<file path="config.mk">
export PLATFORM = sky130hd
export DESIGN_NAME = izh_spike_encoder
export DESIGN_NICKNAME = d
export VERILOG_FILES = /design/src/rtl/izh_spike_encoder.sv
export SDC_FILE = /design/constraint.sdc
export NUM_CORES = 1
export LEC_CHECK = 0
export ABC_AREA = 1
export CAP_MARGIN = 40
export CORE_MARGIN = 1
export CORE_UTILIZATION = 30
export CTS_BUF_LIST = sky130_fd_sc_hd__clkbuf_8
export DETAILED_ROUTE_END_ITERATION = 10
export PLACE_DENSITY = 0.49
export SLEW_MARGIN = 20
export SYNTH_ARGS = -nofsm -noshare
export SYNTH_HDL_FRONTEND = slang
export SYNTH_SLANG_ARGS = --single-unit
</file>
<file path="constraint.sdc">
create_clock -name clk -period 4.75 [get_ports clk]
set_clock_uncertainty 0.2 [all_clocks]
set_input_delay 0.95 -clock clk [delete_from_list [all_inputs] [get_ports clk]]
set_output_delay 0.95 -clock clk [all_outputs]
set_load 0.02 [all_outputs]
</file>
<file path="src/rtl/izh_spike_encoder.sv">
`default_nettype none
// izh_spike_encoder: threshold up-crossing spike detector with ISI time-stamps, refractory blocking and event FIFO.
// Optional burst tagging via `define IZH_SPIKE_BURST_EN. Rev 1.0
module izh_spike_encoder #(
  parameter int ISI_W     = 12,
  parameter int DEPTH     = 4,
  parameter int REFRACT   = 3,
  parameter int BURST_ISI = 8
) (
  input  logic                     clk,
  input  logic                     rst,
  input  logic [7:0]               v_mem,
  input  logic                     v_valid,
  input  logic [7:0]               thresh,
  output logic                     ev_valid,
  input  logic                     ev_ready,
  output logic [ISI_W+1:0]         ev_data,
  output logic [15:0]              spike_cnt,
  output logic [$clog2(DEPTH):0]   fifo_level,
  output logic                     overflow
);

  localparam int AW = $clog2(DEPTH);
  localparam int LW = AW + 1;
  localparam int RW = (REFRACT > 0) ? $clog2(REFRACT + 1) : 1;

  generate
    if (DEPTH < 2 || (DEPTH & (DEPTH - 1)) != 0 || BURST_ISI < 0) begin : g_bad_param
      $error("izh_spike_encoder: DEPTH must be a power of 2 >= 2 and BURST_ISI non-negative");
    end
  endgenerate

  logic [7:0]       r_prev_v;
  logic             r_primed;
  logic             r_first_pend;
  logic [ISI_W-1:0] r_isi_cnt;
  logic [RW-1:0]    r_refr_cnt;
  logic [15:0]      r_spike_cnt;
  logic [ISI_W+1:0] r_mem [DEPTH];
  logic [AW-1:0]    r_rd_ptr;
  logic [AW-1:0]    r_wr_ptr;
  logic [LW-1:0]    r_level;
  logic             r_overflow;

  logic             w_spike;
  logic             w_full;
  logic             w_pop;
  logic             w_push;
  logic             w_drop;
  logic             w_burst;
  logic [ISI_W+1:0] w_event;

  assign w_spike = v_valid && r_primed
                && ($signed(r_prev_v) <= $signed(thresh))
                && ($signed(v_mem) > $signed(thresh))
                && (r_refr_cnt == '0);

`ifdef IZH_SPIKE_BURST_EN
  assign w_burst = !r_first_pend && (r_isi_cnt < ISI_W'(BURST_ISI));
`else
  assign w_burst = 1'b0;
`endif

  assign w_event = {w_burst, r_first_pend, r_isi_cnt};
  assign w_full  = (r_level == LW'(DEPTH));
  assign w_pop   = (r_level != '0) && ev_ready;
  // A full FIFO still accepts a spike when the head leaves on the same edge.
  assign w_push  = w_spike && (!w_full || w_pop);
  assign w_drop  = w_spike && w_full && !w_pop;

  always_ff @(posedge clk or posedge rst) begin
    if (rst) begin
      r_prev_v     <= '0;
      r_primed     <= 1'b0;
      r_first_pend <= 1'b1;
      r_isi_cnt    <= '0;
      r_refr_cnt   <= '0;
      r_spike_cnt  <= '0;
    end else if (v_valid) begin
      r_prev_v <= v_mem;
      if (!r_primed) begin
        r_primed <= 1'b1;
      end else if (w_spike) begin
        r_isi_cnt    <= '0;
        r_first_pend <= 1'b0;
        r_refr_cnt   <= RW'(REFRACT);
        if (r_spike_cnt != 16'hFFFF) begin
          r_spike_cnt <= r_spike_cnt + 16'd1;
        end
      end else begin
        if (r_isi_cnt != '1) begin
          r_isi_cnt <= r_isi_cnt + 1'b1;
        end
        if (r_refr_cnt != '0) begin
          r_refr_cnt <= r_refr_cnt - 1'b1;
        end
      end
    end
  end

  always_ff @(posedge clk or posedge rst) begin
    if (rst) begin
      for (int i = 0; i < DEPTH; i++) begin
        r_mem[i] <= '0;
      end
      r_rd_ptr   <= '0;
      r_wr_ptr   <= '0;
      r_level    <= '0;
      r_overflow <= 1'b0;
    end else begin
      if (w_push) begin
        r_mem[r_wr_ptr] <= w_event;
        r_wr_ptr        <= r_wr_ptr + 1'b1;
      end
      if (w_pop) begin
        r_rd_ptr <= r_rd_ptr + 1'b1;
      end
      if (w_push && !w_pop) begin
        r_level <= r_level + 1'b1;
      end else if (!w_push && w_pop) begin
        r_level <= r_level - 1'b1;
      end
      if (w_drop) begin
        r_overflow <= 1'b1;
      end
    end
  end

  assign ev_valid   = (r_level != '0);
  assign ev_data    = r_mem[r_rd_ptr];
  assign spike_cnt  = r_spike_cnt;
  assign fifo_level = r_level;
  assign overflow   = r_overflow;

endmodule
`default_nettype wire

</file>
Yosys cells after proc, flatten, opt, wreduce, memory -nomap -nowiden
Cells that the tools add are included.
Cells by class
  muxes and demuxes: 12
  magnitude comparators: 5
  reductions and logical operators: 25
  $add $sub $neg: 7
  bitwise logic cells: 2
  equal/unequal tests: 3
Operators with widths (count)
  bitwise mux 56 bit: 1
  2-to-1 mux 14 bit: 3
  binary-select mux 14 bit (select 2 bit): 1
  demux 14 bit (select 2 bit): 1
  2-to-1 mux 12 bit: 2
  adder 16 x 1 -> 16 bit, second input constant: 1
  inequality test 16 bit, second input constant: 1
  adder 12 x 1 -> 12 bit, second input constant: 1
  inequality test 12 bit, second input constant: 1
  logical AND 1 bit: 11
  AND reduction 3 bit: 3
  > comparator 8 bit: 1
  <= comparator 8 bit: 1
  nonzero test 2 bit: 4
  >= comparator 3 bit, second input constant: 2
  2-to-1 mux 3 bit: 2
  NOT 2 -> 3 bit: 2
  adder 2 x 1 -> 2 bit, second input constant: 2
  2-to-1 mux 2 bit: 2
  AND reduction 4 bit: 1
  adder 3 x 1 -> 3 bit, second input constant: 1
  == test 3 bit, second input constant: 1
  zero test 1 bit: 3
  < comparator 3 x 1 -> 1 bit, second input constant: 1
  other kinds (5): 5
Word-level totals
  flip-flop bits (word level): 104
  output and inout port bits: 35

Depth between registers and ports, before layout
Gate-level depths: netlist of the first run.
  word-level depth: 9
  depth in mapped cells: 21

Worst setup path before layout of the first run
Ideal clock, no wire load.
  path type: input to register
  start: in thresh[7]
  end: reg r_level[2] (netlist: fifo_level[2])
  slack: 1.202 ns
  stages: 17
  arrival time: 3.217 ns
  cell sequence: inv_1 > ha_1 > a21o_1 > nor2_1 > nand2_1 > nand2_1 > nand2_1 > nor2_4 > nand3_4 > nor2_2 > buf_2 > ha_1 > inv_1 > fa_1 > a21oi_1 > o21ai_0 > xor2_1
On the way
  cells in the longest elaborated chain, start to end: 8
  elaborated cells on any way between the ends: 11
  those cells by class: order compare (2); mux (1); reduce/logical (8)
Ends and longest elaborated chain
  start, declared: line 14  | input logic [7:0] thresh,
  <= comparator 8 bit: line 54  | && ($signed(r_prev_v) <= $signed(thresh))
  logical AND 1 bit: line 54
  logical AND 1 bit *: line 55  | && ($signed(v_mem) > $signed(thresh))
  logical AND 1 bit *: line 56  | && (r_refr_cnt == '0);
  logical AND 1 bit *: line 68  | assign w_push = w_spike && (!w_full || w_pop);
  named net w_push: line 48  | logic w_push;
  zero test 1 bit: line 120  | end else if (!w_push && w_pop) begin
  logical AND 1 bit: line 120
  nonzero test 2 bit (no source line)
  end signal, assigned: line 119  | r_level <= r_level + 1'b1;
  end signal, assigned: line 121  | r_level <= r_level - 1'b1;
  end, declared: line 42  | logic [LW-1:0] r_level;
Mark *: on every way through the listed nets, which the timed path passes. The rest lies on a longest branch.
A chain may end at the register's enable or synchronous reset.

Worst setup path in the final report of the first run
  start: reg r_rd_ptr[1]
  end: out ev_data[11]
On the way
  cells in the longest elaborated chain, start to end: 4
Ends and longest elaborated chain
  start, declared: line 40  | logic [AW-1:0] r_rd_ptr;
  start signal, assigned: line 116  | r_rd_ptr <= r_rd_ptr + 1'b1;
  NOT 2 -> 3 bit (not written as such): line 130  | assign ev_data = r_mem[r_rd_ptr];
  binary-select mux 14 bit (select 2 bit): line 130
  2-to-1 mux 14 bit (not written as such) (2 in series): line 130
  end, declared: line 17  | output logic [ISI_W+1:0] ev_data,
Every way passes these cells. The select of a mux whose other input is x is not followed.

==> results of run 1 <==
==> per-layer routing <==
| metal | track usage, % | vias up | wire length [µm] | share of wire [%] |
|---|---|---|---|---|
| met1 | 21.5 | 2189 | 6590 | 48 |
| met5 | 0 | - | 0 | 0 |
| met2 | 24.0 | 87 | 6380 | 47 |
| met3 | 1.91 | 12 | 468 | 3.4 |
| li1 | - | 2334 | - | - |
| met4 | 5.92 | 0 | 222 | 1.6 |
==> state kept, by name, summed over array words and instances (netlist names) <==
register / count
r_mem: 52
spike_cnt: 16
r_isi_cnt: 12
r_prev_v: 8
fifo_level: 3
r_rd_ptr: 2
r_refr_cnt: 2
r_wr_ptr: 2
overflow: 1
r_first_pend: 1
r_primed: 1
==> synth_stat cells <==
master    number
xnor2_1        8
ha_1          24
nor2_4         1
nand3_4        1
nor4_1         3
a21o_1         2
o21ai_0       47
fa_1           1
or2_2          2
nor3_2         1
nand3_1       71
nor2_2         3
o22ai_1       13
xor2_1        16
buf_6          5
buf_2         13
nor2_1        49
a21oi_1        9
dfstp_2        1
conb_1         1
clkbuf_1      16
nand2_1      222
inv_1         64
nand4_1       21
clkbuf_2       1
buf_4          2
mux2_2         1
o21bai_1       1
nor3_1         5
dfrtp_1       99
==> cells by family (layout without fill, tap and decap cells) <==
group | count (synthesis) | in the layout | share of synthesized area [%]
and+or+nand+nor | 379 | 379 | 29.5
buffers and inverters | 101 | 145 | 8.04
DFF | 100 | 100 | 45.6
AOI/OAI and AO/OA | 72 | 72 | 6.99
adders and majority gates | 25 | 25 | 5.83
xor gates and xnor gates | 24 | 24 | 3.83
other | 1 | 1 | 0.0683
muxes | 1 | 1 | 0.205
==> path summary, 6_finish.rpt <==
kind / startpoint / endpoint / slack (ns) / cells past startpoint
min: r_primed / r_primed / 0.27 / 1
max: r_rd_ptr[1] / ev_data[11] / 1.04 / 4
min in group asynchronous: rst / r_prev_v[7] / 0.62 / 2
max reg2reg: r_prev_v[7] / fifo_level[2] / 1.91 / 15
min reg2reg: r_primed / r_primed / 0.27 / 1
max in group asynchronous: rst / r_mem[22] / 2.87 / 4
==> per-stage QoR <==
| stage | setup WS [ns] | power, mW | cell area, µm² | hold WS, ns |
|---|---|---|---|---|
| after global placement | 0.800 | 2.23 | 6190 | 0.249 |
| after floorplan | 0.983 | 1.81 | 5490 | 0.237 |
| after CTS | 1.03 | 2.91 | 6470 | 0.277 |
| after global routing | 0.897 | 3.07 | 6470 | 0.295 |
| final | 1.04 | 2.88 | 6470 | 0.274 |
| after detailed placement | 0.767 | 2.27 | 6230 | 0.249 |
==> worst max-delay path, stage by stage (launching register included) <==
cell             delay (ns)
dfrtp_1                0.65
inv_1                  0.45
o21ai_0                0.17
o22ai_1                0.25
clkdlybuf4s50_1        0.66
==> cell usage in the layout, fill, tap and decap left out, types with 2 or more instances in the layout <==
cell type / synthesis / routed
nor2_1: 49 / 49
o22ai_1: 13 / 13
or2_2: 2 / 2
dfrtp_1: 99 / 99
ha_1: 24 / 24
xnor2_1: 8 / 8
a21o_1: 2 / 2
nor2_4: 1 / 2
nand2_1: 222 / 222
nor2_2: 3 / 2
clkinvlp_4: 0 / 2
clkbuf_8: 0 / 11
buf_4: 2 / 10
xor2_1: 16 / 16
nor4_1: 3 / 3
a21oi_1: 9 / 9
nand4_1: 21 / 21
nor3_1: 5 / 5
o21ai_0: 47 / 47
clkdlybuf4s50_1: 0 / 53
inv_1: 64 / 63
nand3_1: 71 / 71
bufinv_16: 0 / 2
==> area by class of cell <==
type | instances | area (µm²) | share of cell area, %
Tap cell | 229 | 287 | 4.43
Sequential cell | 100 | 2500 | 38.7
Clock buffer | 11 | 151 | 2.34
Clock inverter | 5 | 83.8 | 1.30
Multi-Input combinational cell | 502 | 2550 | 39.5
Timing Repair Buffer | 65 | 648 | 10.0
Inverter | 64 | 243 | 3.75
==> power by group through the flow <==
stage,clock network (mW),registers (mW),logic [mW]
floorplan,0,1.09,0.719
global route,0.693,1.14,1.24
finish,0.640,1.12,1.12
global placement,0,1.13,1.11
CTS,0.659,1.12,1.14
detailed placement,0,1.13,1.13
==> run_results.csv, run 1 <==
group,metric,value,unit
floorplanning,die_x,137,µm
clock_network,tritoncts,"done",
clock_network,hold_buffers,0,
power_and_ir_drop,switching_share,39.7,%
floorplanning,die-area,18900,µm²
clock_network,clock_path_buffers,2,
clock_network,numCtsBuffers,9,
layout,nNetsFinal,787,
clock_network,clk_pin_slew,0.10,ns
detailed_routing,wirelength,13.7,mm
status,status,"finished clean",
power_and_ir_drop,p_sw,1.14,mW
layout,area_growth,17.8,%
clock_network,post_cts_resized,0,
detailed_routing,ant_nets,0,
layout,layout-drive-gt1-share,5.22,%
synth,syn_nets,748,
timing,slew_viol_final,0,
setup_path,crit_fanout,15,
layout,fin_util,36.0,%
synth,synth_top_cell_area_share,45.1,%
floorplanning,num_rows,49,
synth,synth_top_area_cell,"dfrtp_1",
synth,synth_cell_types,30,
power_and_ir_drop,ir_worst_vdd,0.000176,V
setup_path,path_class,"flop to output port",
detailed_routing,dr.pass1.iters,5,
global_route,grt_pass1_vias,4210,
flow_run,drv_cap,0,
global_route,grt_pass1_wl,22.2,mm
global_route,grt_usage,15.4,%
synth,yosysWarnings,0,
floorplanning,coreArea,18000,µm²
clock_network,cts_num_sinks,100,
timing,worst_pin_slew,0.780,ns
setup_path,cp-end-kind,"output port",
clock_network,root_buffer,"clkbuf_8",
synth,seq_area_frac_synth,45.6,%
global_route,antenna_found_initial,0,
detailed_routing,viasPerCell,4.74,
power_and_ir_drop,combPwrFrac,38.9,%
timing,finalCriticalPeriod,3.71,ns
floorplanning,initial_core_util,30.6,%
power_and_ir_drop,p_seq_share,38.8,%
detailed_routing,num_vias,4622,
setup_path,start_kind,"flop",
synth,netlist_area,5490,µm²
place,post-dp-hpwl,9.11,mm
synth,synthTopCellsByArea,"dfrtp_1 (45%), nand2_1 (15%), nand3_1 (6.5%), ha_1 (5.5%), inv_1 (4.4%)",
floorplanning,pin_count,55,
timing,max_freq,0.269,GHz
power_and_ir_drop,p_clk_share,22.2,%
place,gp_congestion,0.803,
floorplanning,die_height,137,µm
clock_network,htreeDepth,3,
power_and_ir_drop,leakage,3.20,nW
clock_network,clk_latency,0.38,ns
hold_path,hold_path_class,"flop to flop",
layout,instances_no_fill,976,
setup_path,crit_arrival,2.56,ns
synth,synthCells,703,
timing,setup_viol,0,
place,place.port_buffers,53,
detailed_routing,drc_errors,0,
synth,ys_seq_elements,100,
layout,fillers,1883,
timing,final.period_utilization,78.1,%
clock_network,cts_setup_buffers,0,
setup_path,critPathRequiredTime,3.60,ns
synth,synth.avg_cell_area,7.81,µm²
timing,max-slew-margin-rel,47.9,%
timing,rsz0062_at_grt,"no",
layout,n_antenna_cell,0,
power_and_ir_drop,internal_power,1.74,mW
global_route,grt_max_degree,57,
detailed_routing,drtIter0Drc,380,
power_and_ir_drop,p_per_area,445,nW/µm²
timing,final.setup.tns,0,ns
global_route,grt-ovfl-total,0,
timing,hold_viol,0,
place,dp_cells,960,
detailed_routing,wl_per_cell,14.0,µm
No activity file was read; power rests on OpenSTA's default activity.
==> inputs of run 2 (changes only) <==
--- a/config.mk
+++ b/config.mk
@@ -11,7 +11,7 @@
 export CORE_UTILIZATION = 30
 export CTS_BUF_LIST = sky130_fd_sc_hd__clkbuf_8
 export DETAILED_ROUTE_END_ITERATION = 10
-export PLACE_DENSITY = 0.49
+export PLACE_DENSITY = 0.51
 export SLEW_MARGIN = 20
 export SYNTH_ARGS = -nofsm -noshare
 export SYNTH_HDL_FRONTEND = slang
==> constraint.sdc (replaced) <==
create_clock -name clk -period 3.4 [get_ports clk]
set_clock_uncertainty 0.2 [all_clocks]
set_input_delay 0.68 -clock clk [delete_from_list [all_inputs] [get_ports clk]]
set_output_delay 0.68 -clock clk [all_outputs]
set_load 0.02 [all_outputs]
==> run 2 against run 1 <==
Worst hold slack got worse by 0.0023 ns. Via count is 0.45% lower. Clock-buffer cell count increased by 1.
==> run_results.csv, run 2 (same netlist as run 1, synthesis figures left out) <==
group,metric,value,unit
global_route,grt_pass1_wl,22.9,mm
layout,layout_common_cells,"nand2_1 (222), dfrtp_1 (99), nand3_1 (71)",
place,gp_congestion,0.794,
layout,top_register,"r_mem",
clock_network,numCtsBuffers,9,
timing,hold_slack,0.272,ns
timing,final.setup.tns,0,ns
layout,layout_commonest_cell,"nand2_1",
place,place.port_buffers,53,
setup_path,crit_arrival,3.22,ns
floorplanning,coreArea,18000,µm²
floorplanning,num_rows,49,
power_and_ir_drop,ir_worst_vdd,0.000341,V
setup_path,path_class,"input port to flop",
global_route,grt_pass1_vias,4473,
floorplanning,die_x,137,µm
timing,hold_viol,0,
clock_network,tritoncts,"done",
floorplanning,pin_count,55,
setup_path,cp-end-kind,"flop",
detailed_routing,num_vias,4601,
detailed_routing,drc_errors,0,
timing,rsz0062_at_grt,"no",
clock_network,htreeDepth,3,
floorplanning,die_height,137,µm
clock_network,hold_buffers,0,
layout,instances_no_fill,990,
place,dp_cells,974,
layout,nNetsFinal,801,
place,place_area,6340,µm²
layout,fin_util,36.4,%
power_and_ir_drop,p_per_area,599,nW/µm²
global_route,antenna_found_initial,0,
hold_path,whs_path_depth,2,
clock_network,root_buffer,"clkbuf_8",
floorplanning,initial_core_util,30.6,%
clock_network,cts_num_sinks,100,
setup_path,crit_fanout,3,
flow_run,drv_cap,0,
setup_path,start_kind,"input port",
place,dp_slack,-0.251,ns
timing,fin_ws,0.249,ns
setup_path,critPathRequiredTime,3.47,ns
layout,stdcell_area,6530,µm²
clock_network,clk_pin_slew,0.09,ns
layout,area_growth,18.9,%
timing,setup_viol,0,
timing,finalCriticalPeriod,3.15,ns
layout,n_antenna_cell,0,
clock_network,post_cts_resized,0,
clock_network,cts_setup_buffers,0,
global_route,grt-ovfl-total,0,
clock_network,clock_path_buffers,2,
power_and_ir_drop,leakage,3.24,nW
place,post-dp-hpwl,9.15,mm
detailed_routing,wirelength,13.6,mm
timing,slew_viol_final,0,
timing,max-slew-margin-rel,50.1,%
hold_path,hold_path_class,"flop to flop",
timing,max_freq,0.317,GHz
detailed_routing,ant_nets,0,
detailed_routing,wl_per_cell,13.8,µm
detailed_routing,dr.pass1.iters,4,
timing,final.period_utilization,92.7,%
detailed_routing,drtIter0Drc,262,
status,status,"finished clean",
power_and_ir_drop,p_total,3.91,mW
detailed_routing,viasPerCell,4.65,
clock_network,clk_latency,0.38,ns
global_route,grt_max_degree,56,
global_route,grt_usage,15.7,%
layout,largest_register_ffs,52,
layout,layout-drive-gt1-share,7.10,%
setup_path,r2r_cells,15,
timing,worst_pin_slew,0.748,ns
floorplanning,die-area,18900,µm²
## run 2: path summary, 6_finish.rpt
check	startpoint	end	slack, ns
min in group asynchronous	rst	r_mem[12]	0.55
worst max-delay path	thresh[7]	fifo_level[2]	0.25
worst max register to register	r_prev_v[7]	fifo_level[2]	0.64
worst min-delay path	r_mem[24]	r_mem[24]	0.27
worst min register to register	r_mem[24]	r_mem[24]	0.27
max in group asynchronous	rst	r_isi_cnt[11]	1.74
## run 2: cell type report
type | count | area (µm²)
Fill cell | 1890 | 11400
Multi-Input combinational cell | 502 | 2560
Sequential cell | 100 | 2500
Timing Repair Buffer | 79 | 751
Tap cell | 229 | 287
Inverter | 64 | 244
Clock buffer | 12 | 165
Clock inverter | 4 | 23.8
## run 2: power breakdown
part,switching [mW],total [mW],internal [mW]
combinational,0.982,1.61,0.632
sequential,0.180,1.55,1.37
clock,0.430,0.754,0.323
total,1.59,3.91,2.32
## run 2: routing by layer
layer  routed length (µm)  vias up  track usage [%]
met5                    0        -                0
met4                  193        0             5.62
met3                  450       14             1.88
met2                 6310       66             25.4
met1                 6680     2155             21.5
li1                     -     2366                -
## run 2: worst max-delay path: stages
cell and delay [ns]:
clkdlybuf4s50_1 0.45, inv_1 0.05, ha_1 0.31, nand2_1 0.08
nor2_1 0.18, nand2_1 0.11, nand2_1 0.07, nand2_1 0.06
nand3_1 0.13, nand3_4 0.11, nor2_4 0.10, ha_1 0.14
inv_1 0.06, fa_2 0.34, a21oi_2 0.13, o21ai_1 0.08
xor2_1 0.14
==> inputs of run 3 (changes only) <==
--- a/config.mk
+++ b/config.mk
@@ -11,7 +11,7 @@
 export CORE_UTILIZATION = 30
 export CTS_BUF_LIST = sky130_fd_sc_hd__clkbuf_8
 export DETAILED_ROUTE_END_ITERATION = 10
-export PLACE_DENSITY = 0.51
+export PLACE_DENSITY = 0.49
 export SLEW_MARGIN = 20
 export SYNTH_ARGS = -nofsm -noshare
 export SYNTH_HDL_FRONTEND = slang
==> constraint.sdc (replaced) <==
create_clock -name clk -period 3.9 [get_ports clk]
set_clock_uncertainty 0.2 [all_clocks]
set_input_delay 0.78 -clock clk [delete_from_list [all_inputs] [get_ports clk]]
set_output_delay 0.78 -clock clk [all_outputs]
set_load 0.02 [all_outputs]
==> run 3 against run 2 <==
Sequential power down 14%. Sequential share of layout area up 0.34 points. Total power down 11%. Largest power group unchanged. Largest cell class unchanged.
==> run_results.csv, run 3 (same netlist as run 1, synthesis figures left out) <==
group,metric,value,unit
setup_path,critical_path_buf_inv_count,3,
place,post-dp-hpwl,9.19,mm
setup_path,r2r-start,"r_prev_v[7]",
floorplanning,die-area,18900,µm²
timing,final.period_utilization,87.0,%
clock_network,root_buffer,"clkbuf_8",
hold_path,worstHoldStart,"r_mem[26]",
power_and_ir_drop,leakage,3.21,nW
global_route,grt_pass1_wl,22.5,mm
clock_network,tritoncts,"done",
global_route,grt_pass1_vias,4404,
setup_path,critPathRequiredTime,3.97,ns
setup_path,path_class,"input port to flop",
timing,hold_slack,0.275,ns
setup_path,cp_top_family,"adder cells",
power_and_ir_drop,p_total,3.47,mW
clock_network,cts_num_sinks,100,
layout,instances_no_fill,978,
floorplanning,coreArea,18000,µm²
clock_network,post_cts_resized,0,
global_route,antenna_found_initial,0,
place,place.port_buffers,53,
setup_path,max_stage_delay,0.45,ns
detailed_routing,wl_per_cell,13.9,µm
power_and_ir_drop,p_seq_share,38.6,%
layout,n_antenna_cell,0,
setup_path,crit_arrival,3.46,ns
detailed_routing,viasPerCell,4.72,
status,status,"finished clean",
detailed_routing,num_vias,4614,
timing,finalCriticalPeriod,3.39,ns
timing,setup_viol,0,
clock_network,numCtsBuffers,9,
global_route,grt-ovfl-total,0,
global_route,grt_usage,15.6,%
timing,max_freq,0.295,GHz
power_and_ir_drop,combPwrFrac,40.3,%
floorplanning,num_rows,49,
setup_path,start_kind,"input port",
timing,max-slew-margin-rel,46.9,%
detailed_routing,drtIter0Drc,340,
timing,final.setup.tns,0,ns
detailed_routing,dr.pass1.iters,5,
layout,layout_commonest_cell,"nand2_1",
power_and_ir_drop,p_per_area,536,nW/µm²
detailed_routing,drc_errors,0,
power_and_ir_drop,ir_worst_vdd,0.000227,V
floorplanning,initial_core_util,30.6,%
flow_run,drv_cap,0,
clock_network,cts_setup_buffers,0,
place,gp_congestion,0.808,
timing,rsz0062_at_grt,"no",
setup_path,r2r_slack,1.03,ns
layout,area_growth,17.9,%
power_and_ir_drop,switching_share,40.2,%
clock_network,hold_buffers,0,
layout,layout_common_cells,"nand2_1 (222), dfrtp_1 (99), nand3_1 (71)",
setup_path,crit_start,"thresh[7]",
clock_network,clock_path_buffers,2,
layout,nNetsFinal,789,
power_and_ir_drop,p_sw,1.40,mW
floorplanning,die_x,137,µm
setup_path,crit_fanout,4,
floorplanning,pin_count,55,
timing,hold_viol,0,
clock_network,htreeDepth,3,
floorplanning,die_height,137,µm
detailed_routing,ant_nets,0,
layout,largest_register_ffs,52,
setup_path,path_cells,"clkdlybuf4s50_1 -> inv_1 -> ha_1 -> a21o_1 -> nor2_1 -> nand3_1 -> nand3_1 -> nand3_4 -> nor2_4 -> ha_1 -> inv_1 -> fa_1 -> a21oi_1 -> o21ai_0 -> xor2_1",
hold_path,hold_path_class,"flop to flop",
detailed_routing,wirelength,13.6,mm
timing,slew_viol_final,0,
power_and_ir_drop,p_clk_share,21.1,%
clock_network,clk_pin_slew,0.10,ns
layout,fillers,1857,
layout,layout-drive-gt1-share,5.47,%
layout,top_register,"r_mem",
setup_path,slowest_stage,"clkdlybuf4s50_1",
power_and_ir_drop,internal_power,2.07,mW
global_route,grt_max_degree,56,
timing,worst_pin_slew,0.796,ns
place,dp_cells,962,
setup_path,cp-end-kind,"flop",
clock_network,clk_latency,0.39,ns
run 3: cell types whose count changed in the layout (fill, tap and decap cells not counted), sizes merged:
| cell | previous run | this run |
|---|---|---|
| clkinvlp | 3 | 0 |
| buf | 26 | 14 |
| clkinv | 1 | 3 |
| bufinv | 0 | 1 |
run 3: worst reg2reg max path: stages, from the launching register on:
cell and delay, ns:
dfrtp_1 0.40, ha_1 0.33, a21o_1 0.20, nor2_1 0.13, nand3_1 0.12, nand3_1 0.16, nand3_4 0.10, nor2_4 0.11
ha_1 0.15, inv_1 0.06, fa_1 0.38, a21oi_1 0.14, o21ai_0 0.11, xor2_1 0.15
run 3: power by group through the flow:
stage	Clock (mW)	Sequential [mW]	Combinational [mW]
floorplan	0	1.33	0.876
global placement	0	1.35	1.39
detailed placement	0	1.36	1.42
CTS	0.764	1.34	1.42
global route	0.798	1.36	1.55
finish	0.732	1.34	1.40
run 3: final timing paths:
| path | end | depth (start not counted) |
|---|---|---|
| setup / recovery | fifo_level[2] | 15 |
| hold / removal | r_mem[26] | 2 |
| setup reg to reg | fifo_level[2] | 13 |
| hold reg to reg | r_mem[26] | 2 |
| max in group asynchronous | r_first_pend | 4 |
| min in group asynchronous | r_refr_cnt[1] | 2 |
run 3: area by class of cell:
class | instances | area, µm² | area share (%)
tap | 229 | 287 | 4.43
inverter | 64 | 243 | 3.75
clock inverter | 4 | 56.3 | 0.870
clock buffer | 12 | 165 | 2.55
timing repair buffer | 67 | 668 | 10.3
sequential | 100 | 2500 | 38.7
multi-input combinational | 502 | 2550 | 39.4
run 3: per-stage QoR:
stage | setup WS, ns | instance area (µm²) | util (%)
after floorplan | 0.303 | 5490 | -
after detailed placement | 0.0910 | 6250 | 34.8
after CTS | 0.513 | 6470 | 36.0
final | 0.506 | 6470 | 36.0
after global routing | 0.268 | 6470 | 36.0
after global placement | 0.132 | 6230 | 34.7
run 3: routing by layer:
layer / share of wire [%] / global-route usage [%] / up-vias
met5: 0 / 0 / -
met4: 2.0 / 7.02 / 0
met3: 3.7 / 2.24 / 15
met2: 47 / 25.1 / 83
met1: 48 / 20.6 / 2179
li1: - / - / 2337
